**src/rtl/fpu_div_if.sv**
```systemverilog
// Operand/result bus for the half-precision divider.
// The master issues operands on a valid_in pulse while ready is high.
// The slave returns a one-cycle valid_out pulse with result and div_by_zero.
interface fpu_div_if;
  logic        valid_in;
  logic [15:0] a;
  logic [15:0] b;
  logic        ready;
  logic        valid_out;
  logic [15:0] result;
  logic        div_by_zero;

  modport master (output valid_in, a, b,
                  input  ready, valid_out, result, div_by_zero);
  modport slave  (input  valid_in, a, b,
                  output ready, valid_out, result, div_by_zero);
endinterface

```
**src/rtl/fpu_div.sv**
```systemverilog
// binary16 divider, result = a / b, one quotient bit per cycle.
// Truncating rounding, denormals flushed to zero.
// Latency is fixed at 16 cycles from issue to valid_out, including special operands.
module fpu_div #(
  parameter logic [15:0] QNAN = 16'h7E00
) (
  input  logic      clk,
  input  logic      rst_n,
  fpu_div_if.slave  bus
);

  typedef enum logic [2:0] {IDLE, DECODE, DIVIDE, NORMALIZE, PACK} state_t;

  state_t             state_q, state_d;
  logic [15:0]        a_q, a_d, b_q, b_d;
  logic [11:0]        rem_q, rem_d;
  logic [10:0]        mb_q, mb_d;
  logic [11:0]        quo_q, quo_d;
  logic [3:0]         cnt_q, cnt_d;
  logic [9:0]         mant_q, mant_d;
  logic signed [6:0]  e_q, e_d;
  logic               vo_q, vo_d;
  logic [15:0]        res_q, res_d;
  logic               dz_q, dz_d;

  // Operand classification, taken from the latched operands (stable until PACK).
  logic [4:0]         ea, eb;
  logic               s, nan_a, nan_b, inf_a, inf_b, zero_a, zero_b;
  logic               ge;
  logic [11:0]        rem_sub;
  logic signed [6:0]  e_base;

  assign ea      = a_q[14:10];
  assign eb      = b_q[14:10];
  assign s       = a_q[15] ^ b_q[15];
  assign nan_a   = (&ea) &  (|a_q[9:0]);
  assign nan_b   = (&eb) &  (|b_q[9:0]);
  assign inf_a   = (&ea) & ~(|a_q[9:0]);
  assign inf_b   = (&eb) & ~(|b_q[9:0]);
  assign zero_a  = ~(|ea);
  assign zero_b  = ~(|eb);

  // Compare before shifting: the first iteration yields the integer bit of
  // ma/mb, the remaining eleven the fraction, so quo = floor(ma*2048/mb).
  assign ge      = rem_q >= {1'b0, mb_q};
  assign rem_sub = rem_q - {1'b0, mb_q};
  assign e_base  = $signed({2'b00, ea}) - $signed({2'b00, eb});

  assign bus.ready       = (state_q == IDLE);
  assign bus.valid_out   = vo_q;
  assign bus.result      = res_q;
  assign bus.div_by_zero = dz_q;

  // State and datapath registers; reset aborts any operation in flight.
  always_ff @(posedge clk or negedge rst_n) begin
    if (!rst_n) begin
      state_q <= IDLE;
      a_q     <= '0;
      b_q     <= '0;
      rem_q   <= '0;
      mb_q    <= '0;
      quo_q   <= '0;
      cnt_q   <= '0;
      mant_q  <= '0;
      e_q     <= '0;
      vo_q    <= 1'b0;
      res_q   <= '0;
      dz_q    <= 1'b0;
    end else begin
      state_q <= state_d;
      a_q     <= a_d;
      b_q     <= b_d;
      rem_q   <= rem_d;
      mb_q    <= mb_d;
      quo_q   <= quo_d;
      cnt_q   <= cnt_d;
      mant_q  <= mant_d;
      e_q     <= e_d;
      vo_q    <= vo_d;
      res_q   <= res_d;
      dz_q    <= dz_d;
    end
  end

  // Next-state and datapath updates per state; valid_out is a single-cycle pulse.
  always_comb begin
    state_d = state_q;
    a_d     = a_q;
    b_d     = b_q;
    rem_d   = rem_q;
    mb_d    = mb_q;
    quo_d   = quo_q;
    cnt_d   = cnt_q;
    mant_d  = mant_q;
    e_d     = e_q;
    vo_d    = 1'b0;
    res_d   = res_q;
    dz_d    = dz_q;
    unique case (state_q)
      IDLE: begin
        if (bus.valid_in) begin
          a_d     = bus.a;
          b_d     = bus.b;
          state_d = DECODE;
        end
      end
      DECODE: begin
        // Hidden bit always set; zero/denormal operands are resolved in PACK.
        rem_d   = {2'b01, a_q[9:0]};
        mb_d    = {1'b1, b_q[9:0]};
        quo_d   = '0;
        cnt_d   = 4'd11;
        state_d = DIVIDE;
      end
      DIVIDE: begin
        rem_d = ge ? {rem_sub[10:0], 1'b0} : {rem_q[10:0], 1'b0};
        quo_d = {quo_q[10:0], ge};
        cnt_d = cnt_q - 4'd1;
        if (cnt_q == 4'd0) state_d = NORMALIZE;
      end
      NORMALIZE: begin
        if (quo_q[11]) begin
          mant_d = quo_q[10:1];
          e_d    = e_base + 7'sd15;
        end else begin
          mant_d = quo_q[9:0];
          e_d    = e_base + 7'sd14;
        end
        state_d = PACK;
      end
      PACK: begin
        vo_d    = 1'b1;
        dz_d    = 1'b0;
        state_d = IDLE;
        if (nan_a || nan_b || (inf_a && inf_b) || (zero_a && zero_b))
          res_d = QNAN;
        else if (zero_b && !inf_a) begin
          res_d = {s, 5'h1F, 10'h000};
          dz_d  = 1'b1;
        end else if (inf_a)
          res_d = {s, 5'h1F, 10'h000};
        else if (zero_a || inf_b)
          res_d = {s, 15'h0000};
        else if (e_q >= 7'sd31)
          res_d = {s, 5'h1F, 10'h000};
        else if (e_q <= 7'sd0)
          res_d = {s, 15'h0000};
        else
          res_d = {s, e_q[4:0], mant_q};
      end
      default: state_d = IDLE;
    endcase
  end

endmodule

```
**src/flat_wrapper.sv**
```systemverilog
// flat-port wrapper written by rule: the top's interface ports become plain ports
module fpu_div_flat 
#(
  parameter logic [15:0] QNAN = 16'h7E00
)
  (clk, rst_n, bus_valid_in, bus_a, bus_b, bus_ready, bus_valid_out, bus_result, bus_div_by_zero);
  fpu_div_if bus_i ();
  input  logic clk;
  input  logic rst_n;
  input wire logic [$bits(bus_i.valid_in)-1:0] bus_valid_in;
  input wire logic [$bits(bus_i.a)-1:0] bus_a;
  input wire logic [$bits(bus_i.b)-1:0] bus_b;
  output wire logic [$bits(bus_i.ready)-1:0] bus_ready;
  output wire logic [$bits(bus_i.valid_out)-1:0] bus_valid_out;
  output wire logic [$bits(bus_i.result)-1:0] bus_result;
  output wire logic [$bits(bus_i.div_by_zero)-1:0] bus_div_by_zero;
  assign bus_i.valid_in = bus_valid_in;
  assign bus_i.a = bus_a;
  assign bus_i.b = bus_b;
  assign bus_ready = bus_i.ready;
  assign bus_valid_out = bus_i.valid_out;
  assign bus_result = bus_i.result;
  assign bus_div_by_zero = bus_i.div_by_zero;
  fpu_div #(.QNAN(QNAN)) u_core (.clk(clk), .rst_n(rst_n), .bus(bus_i));
endmodule
```
**config.mk**
```make
export PLATFORM = sky130hd
export DESIGN_NAME = fpu_div_flat
export DESIGN_NICKNAME = d
export VERILOG_FILES = /design/src/rtl/fpu_div_if.sv /design/src/rtl/fpu_div.sv /design/src/flat_wrapper.sv
export SDC_FILE = /design/constraint.sdc
export NUM_CORES = 1
export LEC_CHECK = 0
export ABC_AREA = 1
export BUFFER_PORTS_ARGS = -buffer_cell sky130_fd_sc_hd__buf_2
export CAP_MARGIN = 20
export CORE_UTILIZATION = 30
export DETAILED_ROUTE_END_ITERATION = 12
export MAX_ROUTING_LAYER = met4
export SKIP_LAST_GASP = 1
export SYNTH_ARGS = -nofsm -noshare
export SYNTH_HDL_FRONTEND = slang
export SYNTH_SLANG_ARGS = --single-unit
```
**constraint.sdc**
```tcl
create_clock -name clk -period 4.9 [get_ports clk]
set_input_delay 0.245 -clock clk [delete_from_list [all_inputs] [get_ports clk]]
set_output_delay 0.245 -clock clk [all_outputs]
set_load 0.01 [all_outputs]
```
==> results.json, run 1 <==
{
  "synthDistinctLibCells": 35,
  "cp.required_ns": 5.12,
  "worstMarginPinSlew_ns": 1.04,
  "syn-instance-count": 718,
  "clk_latency_ns": 0.36,
  "p_int_mw": 2.66,
  "critPathArrivalTime_ns": 2.68,
  "cp_cell_sequence": "inv_1, nand3_1, nand2_1, inv_1, nand2_1, o21ai_0",
  "dieArea_um2": 19500,
  "htreeDepth": 3,
  "rsz0062_at_grt": "false",
  "port_buffers": 53,
  "grt_pass1_wl_mm": 22.5,
  "grt_max_degree": 67,
  "timing.final.crit_share_pct": 50.1,
  "post_cts_buffers": 0,
  "critPathMaxStageDelay_ns": 0.85,
  "critPathBufInv": 2,
  "syn-cell-area_um2": 5690,
  "syn-mean-instance-area_um2": 7.92,
  "gr-total-overflow": 0,
  "gr-usage-all-layers_pct": 15.0,
  "clock_power_share_pct": 15.7,
  "dr.pass1.iters": 4,
  "core_area_um2": 18300,
  "setup_viol": 0,
  "cts_tree": "done",
  "finalSetupTns_ns": 0,
  "die_h_um": 140,
  "clk_path_buf_depth": 2,
  "maxSlewHeadroom_pct": 30.7,
  "min_path_type": "in2async",
  "drv_cap": 0,
  "grt_antenna_before_repair": 0,
  "swShare_pct": 45.7,
  "antenna-diode-count": 0,
  "switchingPower_mw": 2.24,
  "ys_ff_latch": 109,
  "wire_per_inst_um": 13.2,
  "finClkSkew_ns": 0.0108,
  "drive_gt1_share_pct": 12.1,
  "crit_fanout": 25,
  "critPathCaptureType": "flop",
  "max_freq_mhz": 407,
  "start_util_pct": 31.1,
  "postCtsHoldBufs": 0,
  "slew_viol_final": 0,
  "hold_violations": 3,
  "combPwrFrac_pct": 52.3,
  "yosysWarnings": 0,
  "cts_sinks": 109,
  "totalWireLength_mm": 13.2,
  "seqPwrFrac_pct": 32.1,
  "crit_type": "reg2reg",
  "cts-root-buf": "clkbuf_16",
  "drc_errors": 0,
  "clkTransAtPathRegs_ns": 0.08,
  "cts_buffers": 9,
  "status": "finished, violations left",
  "ctsResizeCount": 0,
  "power.density_nw_per_um2": 755,
  "io_pins": 54,
  "num_vias": 4710,
  "power_leakage_nw": 3.28,
  "cp_slowest_cell": "nand2_1",
  "areaGrowthSynthToFinish_pct": 14.0,
  "ant_nets": 0,
  "hold_ws_ns": -0.00380,
  "syn_nets": 776,
  "drt_first_iter_violations": 236,
  "peakVddDrop_mv": 0.240,
  "violations": "negative hold slack",
  "grt_pass1_vias": 4657,
  "period_minus_slack_ns": 2.46,
  "die_w_um": 140,
  "cp-start-kind": "flop",
  "place_congestion": 0.869,
  "ys_seq_area_share_pct": 47.9,
  "path_delay_family": "simple AND/OR/NAND/NOR gates",
  "dp_hpwl_mm": 9.55,
  "final_nets": 824,
  "rows": 49,
  "viasPerCell": 4.71
}
==> per-stage QoR <==
stage | instance area [um2] | setup WS, ns | cells | power, mW | util, %
3_3_place_gp | 6180 | 2.50 | 984 | 4.08 | 33.8
4_1_cts | 6480 | 2.43 | 1000 | 4.93 | 35.5
2_1_floorplan | 5690 | 2.81 | 718 | 3.51 | -
3_5_place_dp | 6180 | 2.44 | 984 | 4.13 | 33.8
5_1_grt | 6480 | 2.19 | 1000 | 5.40 | 35.5
6_report | 6480 | 2.44 | 1000 | 4.90 | 35.5
==> power groups by stage <==
stage | sequential, mW | combinational (mW) | clock (mW)
final | 1.57 | 2.56 | 0.767
after global placement | 1.58 | 2.50 | 0
after global routing | 1.63 | 2.95 | 0.821
after detailed placement | 1.59 | 2.54 | 0
after CTS | 1.57 | 2.57 | 0.788
after floorplan | 1.54 | 1.98 | 0
==> cells in the mapped netlist <==
| library cell | number | area (um2) |
|---|---|---|
| nand2_1 | 187 | 702 |
| dfrtp_1 | 109 | 2730 |
| inv_1 | 99 | 372 |
| nor2_1 | 94 | 353 |
| nand3_1 | 42 | 210 |
| a21oi_1 | 37 | 185 |
| o21ai_0 | 28 | 140 |
| ha_1 | 21 | 263 |
| o22ai_1 | 20 | 125 |
| a31oi_1 | 11 | 68.8 |
| mux2_2 | 10 | 113 |
| clkbuf_1 | 9 | 33.8 |
| buf_2 | 8 | 40.0 |
| nand4_1 | 8 | 50.1 |
| xor2_1 | 4 | 35.0 |
| nand3b_1 | 3 | 22.5 |
| xnor2_1 | 3 | 26.3 |
| a21o_1 | 2 | 15.0 |
| fa_1 | 2 | 40.0 |
| nand2_2 | 2 | 12.5 |
| nor3_1 | 2 | 10.0 |
| nor3_2 | 2 | 20.0 |
| nor3_4 | 2 | 32.5 |
| o21bai_1 | 2 | 15.0 |
| a2111oi_0 | 1 | 8.76 |
| a21boi_0 | 1 | 7.51 |
| a21oi_2 | 1 | 8.76 |
| a22oi_1 | 1 | 7.51 |
| buf_4 | 1 | 7.51 |
| clkinv_2 | 1 | 5.00 |
| inv_2 | 1 | 3.75 |
| nand3_2 | 1 | 10.0 |
| nor2_2 | 1 | 6.26 |
| or2_1 | 1 | 6.26 |
| or2_2 | 1 | 6.26 |
==> flip-flops by register name (all words and copies together) (netlist names) <==
| name | cells |
|---|---|
| u_core.a_q | 16 |
| u_core.b_q | 16 |
| u_core.bus.result | 16 |
| u_core.quo_q | 12 |
| u_core.rem_q | 12 |
| u_core.mb_q | 11 |
| u_core.mant_q | 10 |
| u_core.e_q | 7 |
| u_core.cnt_q | 4 |
| u_core.state_q | 3 |
| u_core.bus.div_by_zero | 1 |
| u_core.bus.valid_out | 1 |
==> worst paths after layout <==
kind / endpoint / slack [ns] / depth (start not counted) / from
max: u_core.cnt_q[2]$_DFFE_PN0N_ / 2.44 / 6 / u_core.state_q[0]$_DFFE_PN0P_
min: u_core.rem_q[6]$_DFFE_PN0N_ / -0.004 / 1 / rst_n
max reg2reg: u_core.cnt_q[2]$_DFFE_PN0N_ / 2.44 / 6 / u_core.state_q[0]$_DFFE_PN0P_
min reg2reg: u_core.mb_q[10]$_DFFE_PN0P_ / 0.46 / 2 / u_core.mb_q[10]$_DFFE_PN0P_
max in group asynchronous: u_core.bus.result[15]$_DFFE_PN0P_ / 3.80 / 2 / rst_n
min in group clk: u_core.b_q[8]$_DFFE_PN0P_ / 0.12 / 2 / bus_b[8]
==> routing by layer <==
layer / share of wire [%] / GRT usage, %
met1: 49 / 19.7
met2: 46 / 22.9
met3: 2.8 / 2.62
met4: 1.8 / 5.61
met5: 0 / -
==> worst register-to-register path, stage by stage (launching register included) <==
cell	delay (ns)
dfrtp_1	0.44
inv_1	0.16
nand3_1	0.47
nand2_1	0.85
inv_1	0.23
nand2_1	0.10
o21ai_0	0.07
==> logic make-up (layout without fill, tap and decap cells) <==
kind of cell | after synthesis | count (layout) | share of synthesized area, %
simple gates | 346 | 346 | 25.3
buf+inv | 119 | 172 | 8.12
flops | 109 | 109 | 47.9
compound gates | 104 | 104 | 10.2
fa+ha+maj | 23 | 23 | 5.32
mux | 10 | 10 | 1.98
xor+xnor | 7 | 7 | 1.08
==> cell type report <==
class | instances | area, um2
fillers | 1934 | 11800
flip-flops and latches | 109 | 2730
multi-input cells | 490 | 2500
inverters | 101 | 380
well taps | 229 | 287
repair buffers | 55 | 283
clock buffers | 10 | 239
clock inverters | 6 | 68.8
==> placed cells by master, fill, tap and decap left out, types with 2 or more instances in the layout <==
| cell type | netlist | final |
|---|---|---|
| a21o_1 | 2 | 2 |
| a21oi_1 | 37 | 37 |
| a31oi_1 | 11 | 11 |
| buf_2 | 8 | 52 |
| buf_4 | 1 | 3 |
| clkbuf_16 | 0 | 9 |
| clkinv_2 | 1 | 2 |
| dfrtp_1 | 109 | 109 |
| fa_1 | 2 | 2 |
| ha_1 | 21 | 21 |
| inv_1 | 99 | 99 |
| inv_6 | 0 | 2 |
| mux2_2 | 10 | 10 |
| nand2_1 | 187 | 187 |
| nand2_2 | 2 | 2 |
| nand3_1 | 42 | 42 |
| nand3b_1 | 3 | 3 |
| nand4_1 | 8 | 8 |
| nor2_1 | 94 | 94 |
| nor3_1 | 2 | 2 |
| nor3_2 | 2 | 2 |
| nor3_4 | 2 | 2 |
| o21ai_0 | 28 | 28 |
| o21bai_1 | 2 | 2 |
| o22ai_1 | 20 | 20 |
| xnor2_1 | 3 | 3 |
| xor2_1 | 4 | 4 |
(Power assumes the default switching activity.)
==> run 2: changes to the inputs <==
- ABC_AREA: 1 -> 0
- clock period: 4.9 -> 2.3 ns (I/O delays scaled with it)
==> run 2 against run 1 <==
The flow now finishes without violations. Largest power group unchanged. First-iteration DRC count fell by 5.9%. Utilization increased by 2.5 points. Clock skew decreased by 0.00091 ns. Register-to-register slack got worse by 2.3 ns. Critical endpoint is now u_core.e_q[6]$_DFFE_PN0P_. Wire length shrank 9.9%.
==> results.json, run 2 <==
{
  "status": "finished, final reports clean",
  "cp_cell_sequence": "inv_2, ha_2, fa_2, ha_2, mux2_2, o211ai_1, a211oi_2, a21o_1",
  "critPathArrivalTime_ns": 2.45,
  "gr-usage-all-layers_pct": 14.4,
  "drt_first_iter_violations": 222,
  "power_mw": 10.3,
  "ys_seq_area_share_pct": 51.3,
  "die_w_um": 135,
  "synth_largest_area_cell": "dfrtp_1",
  "port_buffers": 53,
  "crit_type": "reg2reg",
  "layout_commonest_cell": "dfrtp_1",
  "crit_fanout": 5,
  "max_freq_mhz": 455,
  "drive_gt1_share_pct": 22.9,
  "dp_hpwl_mm": 8.51,
  "swShare_pct": 41.8,
  "synth-edff-count": 0,
  "cp_slowest_cell": "fa_2",
  "grt_pass1_wl_mm": 20.1,
  "critPathCaptureType": "flop",
  "antenna-diode-count": 0,
  "post_cts_buffers": 0,
  "min_path_type": "in2reg",
  "place_inst": 771,
  "clock_power_share_pct": 15.2,
  "synth.area.top_cells": "dfrtp_1 (51%), mux2_2 (5.9%), ha_1 (4.9%), o21ai_0 (4.6%), a22o_1 (3.6%)",
  "path_common_cell": "ha_2",
  "syn-mean-instance-area_um2": 10.7,
  "gr-total-overflow": 0,
  "critPathBufInv": 1,
  "ys_ff_latch": 109,
  "synth_most_common_cell": "dfrtp_1",
  "htreeDepth": 3,
  "grt_max_degree": 50,
  "slew_viol_final": 0,
  "grt_antenna_before_repair": 0,
  "finClkSkew_ns": 0.00984,
  "drv_cap": 0,
  "seqPwrFrac_pct": 33.4,
  "wire_per_inst_um": 14.6,
  "cp.required_ns": 2.55,
  "synth_common_cells": "dfrtp_1 (109), o21ai_0 (49), nand2_1 (46)",
  "ys.flop_type": "dfrtp_1",
  "power.density_nw_per_um2": 1560,
  "synth_top_area_share_pct": 51.3,
  "cts_buffers": 9,
  "p_int_mw": 5.98,
  "fin_cells": 818,
  "place_congestion": 0.844,
  "syn-instance-count": 497,
  "final_cell_mix": "dfrtp_1 (109), buf_2 (52), o21ai_0 (49), nand2_1 (46), dlygate4sd3_1 (31)",
  "clk_latency_ns": 0.36,
  "ys_async_sr_fraction_pct": 100,
  "setup_viol": 0,
  "clkTransAtPathRegs_ns": 0.08,
  "combPwrFrac_pct": 51.4,
  "dp_slack_ns": 0.0468,
  "cts-root-buf": "clkbuf_16",
  "io_pins": 54,
  "hold_violations": 0,
  "grt_pass1_vias": 4085,
  "cp-start-kind": "flop",
  "viasPerCell": 4.94,
  "synthDistinctLibCells": 59,
  "areaGrowthSynthToFinish_pct": 23.7,
  "cts_tree": "done",
  "syn-cell-area_um2": 5320,
  "post-route-worst-setup-slack_ns": 0.104,
  "ant_nets": 0,
  "period_minus_slack_ns": 2.20,
  "path_delay_family": "adder cells",
  "yosysWarnings": 0,
  "dieArea_um2": 18300,
  "core_area_um2": 17300,
  "timing.final.crit_share_pct": 95.5,
  "num_vias": 4037,
  "fin_util_pct": 38.0,
  "worstMarginPinSlew_ns": 0.643,
  "peakVddDrop_mv": 0.874,
  "totalWireLength_mm": 11.9,
  "drc_errors": 0,
  "dr.pass1.iters": 5,
  "switchingPower_mw": 4.29,
  "die_h_um": 135,
  "syn_nets": 555,
  "final_nets": 646,
  "maxSlewHeadroom_pct": 57.1,
  "start_util_pct": 30.7,
  "n_fill_cell": 1708,
  "power_leakage_nw": 2.97,
  "cts_sinks": 109,
  "rows": 48,
  "clk_path_buf_depth": 2,
  "critPathMaxStageDelay_ns": 0.48
}
## run 2: cell types whose count changed after synthesis, sizes merged, moves of 7 or more
cell	previous run	this run
inv	100	25
nand2b	0	7
o22ai	20	0
nor2	95	28
nand2	189	47
a21oi	38	20
mux2i	0	13
a22oi	1	8
mux2	10	28
o21ai	28	58
nand3	43	8
a22o	0	22
## run 2: final timing paths
path | depth (start not counted) | slack (ns) | from | end
worst min-delay path | 3 | 0.01 | bus_a[10] | u_core.a_q[10]$_DFFE_PN0P_
max in group asynchronous | 3 | 1.23 | rst_n | u_core.bus.result[10]$_DFFE_PN0P_
worst min register to register | 1 | 0.48 | u_core.mb_q[10]$_DFFE_PN0P_ | u_core.mb_q[10]$_DFFE_PN0P_
min in group asynchronous | 2 | 0.31 | rst_n | u_core.a_q[4]$_DFFE_PN0P_
worst max register to register | 8 | 0.10 | u_core.a_q[10]$_DFFE_PN0P_ | u_core.e_q[6]$_DFFE_PN0P_
worst max-delay path | 8 | 0.10 | u_core.a_q[10]$_DFFE_PN0P_ | u_core.e_q[6]$_DFFE_PN0P_
## run 2: area by class of cell
cell class                      instances  area, um2  area share [%]
Tap cell                              225        282            4.28
Multi-Input combinational cell        341       2450            37.3
Sequential cell                       109       2730            41.5
Clock buffer                            9        225            3.42
Clock inverter                          7       70.1            1.07
Timing Repair Buffer                  102        726            11.0
Inverter                               25       93.8            1.43
## run 2: kinds of logic after synthesis
logic type	after synthesis	synth area share, %
buffers and inverters	47	3.55
adders and majority gates	23	5.69
xor gates and xnor gates	14	2.31
DFF	109	51.3
AOI/OAI and AO/OA	146	18.2
and+or+nand+nor	117	10.6
muxes	41	8.38
## run 2: timing repair
| action | in CTS | in global routing |
|---|---|---|
| gates resized for setup | 0 | 12 |
| hold endpoints to repair | 77 | 0 |
| hold buffers | 31 | 0 |
| endpoints found under the setup margin | 0 | 10 |
## run 2: per-layer routing
layer	track usage, %	wire length, um	up-vias
met5	-	0	-
met4	4.93	208	0
met3	2.96	417	24
met2	23.6	5730	72
met1	17.7	5560	1976
li1	-	-	1965
## run 2: power by group through the flow
stage	clock [mW]	sequential, mW	combinational [mW]
floorplan	0	3.27	3.78
global placement	0	3.43	4.96
detailed placement	0	3.47	5.07
CTS	1.61	3.43	5.14
global route	1.69	3.55	5.94
finish	1.56	3.44	5.28
## run 2: tightest hold or removal path: stages
cell	delay, ns
buf_2	0.08
nand2_1	0.04
o21ai_0	0.09
## run 2: per-stage QoR
stage | TNS (ns) | cell area, um2 | hold WS [ns]
finish | 0 | 6580 | 0.0121
global route | -0.0598 | 6580 | 0.00765
CTS | 0 | 6530 | 0.00532
detailed placement | 0 | 5920 | 0.180
global placement | 0 | 5920 | 0.174
floorplan | 0 | 5320 | -0.181
